$ cat src/rtl/fetch_unit.sv
// Instruction fetch front end. It has two pipeline slots: F2 holds the registered
// memory output and D holds the instruction handed to decode. A one-entry skid
// register keeps back-pressure from adding a bubble. It also handles branch
// redirects and a sticky HALT.
module fetch_unit #(
  parameter logic [9:0] RESET_PC    = 10'h000,
  parameter logic [3:0] HALT_OPCODE = 4'hF
) (
  input  logic        i_clk,
  input  logic        i_rst_n,
  input  logic        i_stall,
  input  logic        i_branch_taken,
  input  logic [9:0]  i_branch_target,
  input  logic [15:0] i_instr_mem_out,
  output logic [9:0]  o_prog_ctr,
  output logic [15:0] o_instr_out,
  output logic [9:0]  o_instr_pc,
  output logic        o_instr_valid,
  output logic        o_halted
);

  // FILL: F2 empty; RUN: streaming; HALT: HALT word in D or fetch stopped
  typedef enum logic [1:0] {S_FILL, S_RUN, S_HALT} state_t;

  state_t      r_state;
  logic [9:0]  r_pc;
  logic [9:0]  r_f2_pc;
  logic        r_f2_valid;
  logic [15:0] r_skid_word;
  logic [9:0]  r_skid_pc;
  logic        r_skid_valid;
  logic [15:0] r_instr;
  logic [9:0]  r_instr_pc;
  logic        r_instr_valid;
  logic        r_halted;

  logic        w_ld_valid;
  logic [15:0] w_ld_word;
  logic [9:0]  w_ld_pc;
  logic        w_ld_halt;
  logic        w_ld_refetch;

  // Pick the word D would take on a free-running edge: the skid entry first, then F2
  always_comb begin
    // NOTE: every combinational output gets a default first so no path can infer a latch.
    w_ld_valid   = 1'b0;
    w_ld_word    = i_instr_mem_out;
    w_ld_pc      = r_f2_pc;
    w_ld_halt    = 1'b0;
    w_ld_refetch = 1'b0;
    if (r_skid_valid) begin
      w_ld_valid = 1'b1;
      w_ld_word  = r_skid_word;
      w_ld_pc    = r_skid_pc;
    end else if (r_f2_valid) begin
      w_ld_valid = 1'b1;
    end
    w_ld_halt = w_ld_valid && (w_ld_word[15:12] == HALT_OPCODE);
    // A stall during FILL can leave F2 holding the word at the held prog_ctr.
    // Memory re-reads that same address on this edge. That copy is a duplicate
    // and must not be marked valid.
    w_ld_refetch = w_ld_valid && (w_ld_pc == r_pc);
  end

  // Fetch control and pipeline state: halt freeze, then branch, then stall, then advance
  always_ff @(posedge i_clk or negedge i_rst_n) begin
    if (!i_rst_n) begin
      // NOTE: state uses non-blocking assignments so every register samples pre-edge values.
      r_state       <= S_FILL;
      r_pc          <= RESET_PC;
      r_f2_pc       <= RESET_PC;
      r_f2_valid    <= 1'b0;
      // NOTE: the skid word and pc reset with everything else. They sit behind
      // r_skid_valid, but a reset value keeps them deterministic for debug.
      r_skid_word   <= 16'h0000;
      r_skid_pc     <= 10'h000;
      r_skid_valid  <= 1'b0;
      r_instr       <= 16'h0000;
      r_instr_pc    <= 10'h000;
      r_instr_valid <= 1'b0;
      r_halted      <= 1'b0;
    end else if (!r_halted) begin
      if (i_branch_taken) begin
        // Redirect wins over stall and over a pending HALT in D
        r_pc          <= i_branch_target;
        r_f2_valid    <= 1'b0;
        r_skid_valid  <= 1'b0;
        r_instr_valid <= 1'b0;
        r_state       <= S_FILL;
      end else if (i_stall) begin
        // D and prog_ctr hold; memory keeps returning the held address into F2
        r_f2_pc    <= r_pc;
        r_f2_valid <= 1'b1;
        if (r_f2_valid && !r_skid_valid) begin
          r_skid_word  <= i_instr_mem_out;
          r_skid_pc    <= r_f2_pc;
          r_skid_valid <= 1'b1;
        end
        if (r_state == S_FILL) begin
          r_state <= S_RUN;
        end
      end else if (r_state == S_HALT) begin
        // HALT has had its single accepted cycle in D; stop for good
        r_instr_valid <= 1'b0;
        r_halted      <= 1'b1;
      end else begin
        r_instr_valid <= w_ld_valid;
        if (w_ld_valid) begin
          r_instr    <= w_ld_word;
          r_instr_pc <= w_ld_pc;
        end
        r_skid_valid <= 1'b0;
        r_f2_pc      <= r_pc;
        r_f2_valid   <= !w_ld_refetch;
        r_pc         <= r_pc + 10'd1;
        if (w_ld_halt) begin
          r_state <= S_HALT;
        end else if (w_ld_refetch) begin
          r_state <= S_FILL;
        end else begin
          r_state <= S_RUN;
        end
      end
    end
  end

  assign o_prog_ctr    = r_pc;
  assign o_instr_out   = r_instr;
  assign o_instr_pc    = r_instr_pc;
  assign o_instr_valid = r_instr_valid;
  assign o_halted      = r_halted;

endmodule

$ cat config.mk
export PLATFORM = sky130hd
export DESIGN_NAME = fetch_unit
export DESIGN_NICKNAME = d
export VERILOG_FILES = /design/src/rtl/fetch_unit.sv
export SDC_FILE = /design/constraint.sdc
export NUM_CORES = 1
export LEC_CHECK = 0
export ABC_AREA = 1
export CORE_UTILIZATION = 37
export CTS_CLUSTER_SIZE = 28
export DETAILED_ROUTE_END_ITERATION = 8
export DONT_BUFFER_PORTS = 1
export GPL_TIMING_DRIVEN = 0
export SYNTH_ARGS = -nofsm -noshare
export SYNTH_HDL_FRONTEND = slang
export SYNTH_SLANG_ARGS = --single-unit
$ cat constraint.sdc
create_clock -name i_clk -period 1.45 [get_ports i_clk]
set_input_delay 0.0725 -clock i_clk [delete_from_list [all_inputs] [get_ports i_clk]]
set_output_delay 0.0725 -clock i_clk [all_outputs]
set_load 0.005 [all_outputs]
==> results of run 1 <==
## Yosys cell counts, drive strengths merged
cell,n
dfrtp,78
mux2,20
nand3,18
ha,1
a31oi,23
a211oi,2
a21oi,7
o21ai,37
buf,15
o21bai,1
clkbuf,4
nand2,131
o22ai,3
nand4,4
xor2,2
nor2,42
o211ai,1
inv,32
a22oi,2
## how the worst max path moves through the flow
stage | from | end | slack [ns] | cells past startpoint
after global placement | r_skid_valid$_DFFE_PN0P_ | o_instr_out[1]$_DFFE_PN0P_ | -0.19 | 6
after CTS | r_skid_valid$_DFFE_PN0P_ | r_state[0]$_DFFE_PN0P_ | -0.05 | 12
after global routing | r_skid_valid$_DFFE_PN0P_ | r_state[0]$_DFFE_PN0P_ | -0.14 | 12
after floorplan | r_skid_valid$_DFFE_PN0P_ | r_skid_pc[3]$_DFFE_PN0P_ | 0.12 | 5
final | r_skid_valid$_DFFE_PN0P_ | r_state[0]$_DFFE_PN0P_ | -0.06 | 12
after detailed placement | r_skid_valid$_DFFE_PN0P_ | o_instr_out[2]$_DFFE_PN0P_ | -0.23 | 6
## report_power, final
| group | switching [µW] | leakage [µW] | internal, µW | total [µW] |
|---|---|---|---|---|
| Clock | 754 | 0.0000958 | 804 | 1560 |
| Combinational | 811 | 0.00114 | 723 | 1530 |
| Sequential | 533 | 0.000920 | 2790 | 3330 |
## state kept, by name (all words and copies together), names as in the netlist
name           cells
r_skid_valid       1
r_skid_word       16
r_f2_pc           10
r_skid_pc         10
o_instr_out       16
r_state            2
o_prog_ctr        10
r_f2_valid         1
o_halted           1
o_instr_valid      1
o_instr_pc        10
## per-stage QoR
stage	hold slack (ns)	instances	worst slack, ns
4_1_cts	-0.6035	607	-0.04950
3_3_place_gp	-0.2201	556	-0.1875
6_report	-0.5841	613	-0.05719
3_5_place_dp	-0.2206	556	-0.2300
2_1_floorplan	-0.2231	423	0.1173
5_1_grt	-0.6111	613	-0.1352
## layout make-up
cell class,count,share of cell area (%)
inverter,32,2.792
tap,133,3.570
timing repair buffer,42,9.477
clock buffer,15,4.000
buffer,19,4.295
sequential,78,41.99
multi-input combinational,294,33.88
## kinds of logic (layout without fill, tap and decap cells)
family	Yosys count	count (layout)
flops	78	78
fa+ha+maj	1	1
compound gates	76	76
buf+inv	51	108
mux	20	20
simple gates	195	195
xor+xnor	2	2
## layer usage
metal / part of all wire [%] / track usage, % / up-vias
met3: 5.4 / 4.925 / 11
li1: - / - / 1500
met2: 47 / 31.55 / 82
met5: 0 / 0 / -
met4: 1.3 / 7.253 / 0
met1: 46 / 25.01 / 1431
## timing repair
action	CTS	global route
setup buffers	10	3
endpoints found under the setup margin	52	72
hold buffers	26	1
gates cloned	0	2
endpoints found under the hold margin	117	79
pin swaps	8	9
resized for setup	24	40
==> impl_metrics.tcl, run 1 <==
set metrics [dict create \
    status "finished with violations" \
    failed_checks "negative hold slack, negative setup slack" \
    syn_area_per_cell_um2 8.726 \
    antenna_found_initial 0 \
    dieArea_um2 10380 \
    setup_viol 22 \
    cp_max_fo 8 \
    via_per_inst 4.933 \
    seqCellArea_um2 1957 \
    slowest_delay_ns 0.38 \
    die_y_um 101.9 \
    synth_xor_area_share_pct 0.4746 \
    dr.pass1.iters 5 \
    cp_top_family "simple AND/OR/NAND/NOR gates" \
    synth_top_family_by_area "simple AND/OR/NAND/NOR gates" \
    clkTransAtPathRegs_ns 0.07 \
    r2r_end "r_state[0]$_DFFE_PN0P_" \
    std_cell_rows 36 \
    crit_top_cell "nand2_1" \
    p_leak_uw 0.002155 \
    arrival_ns 1.74 \
    avgRoutedWirePerCell_um 15.59 \
    fin_tns_setup_ns -0.5563 \
    r2r.worst_path.cells 12 \
    multiInputGateArea_um2 1579 \
    synth_cell_types 31 \
    final_cell_area_um2 4661 \
    grt_pass1_vias 3034 \
    reg2reg_slack_ns -0.06 \
    overflow 0 \
    drive_gt1_share_pct 17.71 \
    min_period_ns 1.507 \
    io_buffers 0 \
    fin_nets 507 \
    ir_worst_vdd_uv 497.3 \
    synth_nets 454 \
    powerDensity_nw_per_um2 1377 \
    synthMuxAreaShare_pct 6.102 \
    die_w_um 101.9 \
    io_pins 68 \
    initial_core_util_pct 37.94 \
    diodes 0 \
    cts_root_buf "clkbuf_8" \
    relSlewSlack_pct 73.13 \
    fillers 956 \
    cts_max_path_buffers 2 \
    crit_chain "buf_6, inv_8, buf_12, nand2_4, nand2_2, nand2_1, nand2_1, nand2_1, nor2_1, nand3_1, nand2_1, nand2_1" \
    p_total_uw 6419 \
    cp-start-kind "flip-flop" \
    place_hpwl_um 6272 \
    area_growth_pct 26.27 \
    final_util_pct 47.90 \
    synth_area_leader_cell "dfrtp_1" \
    ant_nets 0 \
    hold_viol_final 78 \
    gp_congestion 0.8596 \
    grt_pass1_wl_um 15150 \
    cts_sinks 78 \
    seq_area_frac_synth_pct 52.88 \
    synthAdderAreaFrac_pct 0.3390 \
    fp.coreArea_um2 9729 \
    cp-end-kind "flip-flop" \
    htree_levels 3 \
    setup_ws_ns -0.05719 \
    via_count 3024 \
    max_clock_freq_mhz 663.5 \
    synthTopCellsByArea "dfrtp_1 (53%), nand2_1 (13%), mux2_1 (5.5%)" \
    synthSimpleGateAreaFrac_pct 21.36 \
    critPathKind "reg -> reg" \
    cp_data_required_time_ns 1.69 \
    reg2reg_from "r_skid_valid$_DFFE_PN0P_" \
    final_cell_mix "nand2_1 (122), dfrtp_1 (74), nor2_1 (34)" \
    layout_commonest_cell "nand2_1" \
    synth-seq-cells 78 \
    slew_violations 0 \
    slowest_stage "dfrtp_1" \
    cts_buffers 9 \
    wl_um 9556 \
    synth-compound-area-share_pct 12.03 \
    critical_path_buf_inv_count 3 \
    insertion_delay_ns 0.35 \
    cts_tree "built" \
    yosys.area.top_type_share_pct 52.88 \
    hold_class "in -> async" \
    worstMarginPinSlew_ns 0.3989 \
    place_area_um2 3857 \
    period_share_pct 103.9 \
    grt_max_degree 79 \
    whs_ns -0.5841 \
    syn_inst 423 \
    maxCapViolCount 0 \
    rsz0062_at_grt "true" \
    synth_warnings 0 \
    finClkSkew_ns 0.007800 \
    drt-initial-drc-count 125 \
    synth_area_um2 3691 \
    grt.total_usage_pct 19.39 \
    drc 0 \
]
(Power assumes the default switching activity.)
==> inputs of run 2 (changes only) <==
--- a/config.mk
+++ b/config.mk
@@ -6,7 +6,9 @@
 export NUM_CORES = 1
 export LEC_CHECK = 0
 export ABC_AREA = 1
+export CORE_ASPECT_RATIO = 1.75
 export CORE_UTILIZATION = 37
+export CTS_BUF_LIST = sky130_fd_sc_hd__clkbuf_4 sky130_fd_sc_hd__clkbuf_8
 export CTS_CLUSTER_SIZE = 28
 export DETAILED_ROUTE_END_ITERATION = 8
 export DONT_BUFFER_PORTS = 1
==> impl_metrics.tcl, run 2 (synthesized netlist as in run 1, its figures left out) <==
set metrics [dict create \
    final_cell_mix "nand2_1 (119), dfrtp_1 (74), nor2_1 (32)" \
    overflow 0 \
    setup_viol 14 \
    relSlewSlack_pct 75.70 \
    drc 0 \
    fin_tns_setup_ns -0.4361 \
    power_switching_uw 2122 \
    maxCapViolCount 0 \
    ant_nets 0 \
    grt.total_usage_pct 19.23 \
    failed_checks "negative hold slack, negative setup slack" \
    cp_data_required_time_ns 1.70 \
    slew_violations 0 \
    layout_commonest_cell "nand2_1" \
    p_total_uw 6482 \
    area_growth_pct 27.59 \
    dieArea_um2 10390 \
    drive_gt1_share_pct 19.67 \
    grt_pass1_wl_um 15210 \
    period_share_pct 104.3 \
    die_y_um 134.1 \
    p_comb_share_pct 24.3 \
    grt_max_degree 79 \
    p_leak_uw 0.002178 \
    via_per_inst 5.126 \
    slowest_stage "dfrtp_1" \
    crit_chain "buf_6, inv_8, buf_8, nand2_4, nand2_2, nand2_2, nand2_2, nand2_1, nor2_1, nand3_2, nand2_1, nand2_1" \
    cp-start-kind "flip-flop" \
    avgRoutedWirePerCell_um 15.92 \
    finClkSkew_ns 0.008046 \
    insertion_delay_ns 0.35 \
    reg2reg_from "r_skid_valid$_DFFE_PN0P_" \
    fp.coreArea_um2 9585 \
    diodes 0 \
    r2r_end "r_state[0]$_DFFE_PN0P_" \
    stdcell_count 605 \
    clkTransAtPathRegs_ns 0.08 \
    rsz0062_at_grt "true" \
    grt_pass1_vias 3082 \
    cp.depth 12 \
    io_pins 68 \
    worstMarginPinSlew_ns 0.3607 \
    via_count 3101 \
    fin_nets 509 \
    max_clock_freq_mhz 661.4 \
    htree_levels 3 \
    cp_top_family "simple AND/OR/NAND/NOR gates" \
    cts_sinks 78 \
    drt-initial-drc-count 238 \
    slowest_delay_ns 0.38 \
    hold_viol_final 78 \
    gp_congestion 0.8734 \
    swShare_pct 32.74 \
    io_buffers 0 \
    dr.pass1.iters 4 \
    critPathKind "reg -> reg" \
    initial_core_util_pct 38.51 \
    r2r.worst_path.cells 12 \
    cp-end-kind "flip-flop" \
    cts_tree "built" \
    arrival_ns 1.76 \
    crit_end "r_state[0]$_DFFE_PN0P_" \
    wl_um 9631 \
    whs_ns -0.5946 \
    critical_path.startpoint "r_skid_valid$_DFFE_PN0P_" \
    antenna_found_initial 0 \
    p_int_uw 4360 \
    critical_path_buf_inv_count 3 \
    status "finished with violations" \
    pwr-share-clk_pct 24.6 \
    cts_buffers 9 \
    seqPwrFrac_pct 51.1 \
    setup_ws_ns -0.06195 \
    dp.cells 545 \
    cts_max_path_buffers 2 \
    min_period_ns 1.512 \
    reg2reg_slack_ns -0.06 \
    die_w_um 77.50 \
    cp_max_fo 7 \
    hold_class "in -> async" \
    std_cell_rows 47 \
    cts_root_buf "clkbuf_8" \
    ir_worst_vdd_uv 552.0 \
    place_hpwl_um 6719 \
    powerDensity_nw_per_um2 1376 \
]
run 2: cell count changes in the layout (fill, tap and decap cells not counted), sizes merged:
cell and delta:
clkinv +4, clkbuf -3, bufinv +1, clkinvlp +1, dlygate4sd3 +1, inv -1
run 2: worst min path at each step:
stage | from | end | slack [ns] | depth (start not counted)
final | i_rst_n | r_skid_pc[4]$_DFFE_PN0P_ | -0.59 | 0
after global routing | i_rst_n | r_skid_pc[4]$_DFFE_PN0P_ | -0.62 | 0
after CTS | i_rst_n | r_skid_pc[4]$_DFFE_PN0P_ | -0.61 | 0
after global placement | i_rst_n | r_skid_pc[4]$_DFFE_PN0P_ | -0.22 | 0
after detailed placement | i_rst_n | r_skid_pc[4]$_DFFE_PN0P_ | -0.22 | 0
after floorplan | i_rst_n | o_halted$_DFF_PN0_ | -0.22 | 0
run 2: timing repair:
item	CTS	global route
setup endpoints to repair	60	64
gates cloned	0	5
buffers inserted	4	8
pin swaps	6	10
endpoints found under the hold margin	119	81
resized for setup	32	33
hold buffers	27	1
run 2: routing by layer:
metal  part of all wire [%]  vias to the layer above  track usage (%)
met3                    5.0                       15            5.714
met1                     37                     1491            19.39
met5                      0                        -                0
met2                     56                       85            34.76
met4                    2.4                        0            10.59
li1                       -                     1510                -
run 2: power by group through the flow:
stage	Combinational, µW	Sequential [µW]	Clock (µW)
after global routing	1790	3400	1730
final	1570	3310	1600
after global placement	1250	3310	0
after CTS	1440	3310	1640
after detailed placement	1290	3340	0
after floorplan	1040	3170	0
run 2: stage by stage:
step                utilization [%]  worst slack [ns]  instance area (µm²)  hold slack [ns]
floorplan                         -            0.1173                 3691          -0.2231
global placement              40.10           -0.1958                 3844          -0.2195
detailed placement            40.10           -0.2018                 3844          -0.2201
CTS                           46.23          -0.04138                 4432          -0.6139
global route                  49.13           -0.1445                 4710          -0.6207
finish                        49.13          -0.06195                 4710          -0.5946
run 2: final cells by class:
type	count	area [µm²]
Clock inverter	5	50.05
Tap cell	122	152.6
Sequential cell	78	1957
Buffer	18	187.7
Multi-Input combinational cell	294	1592
Timing Repair Buffer	45	498.0
Fill cell	904	4876
Inverter	32	133.9
Clock buffer	11	138.9
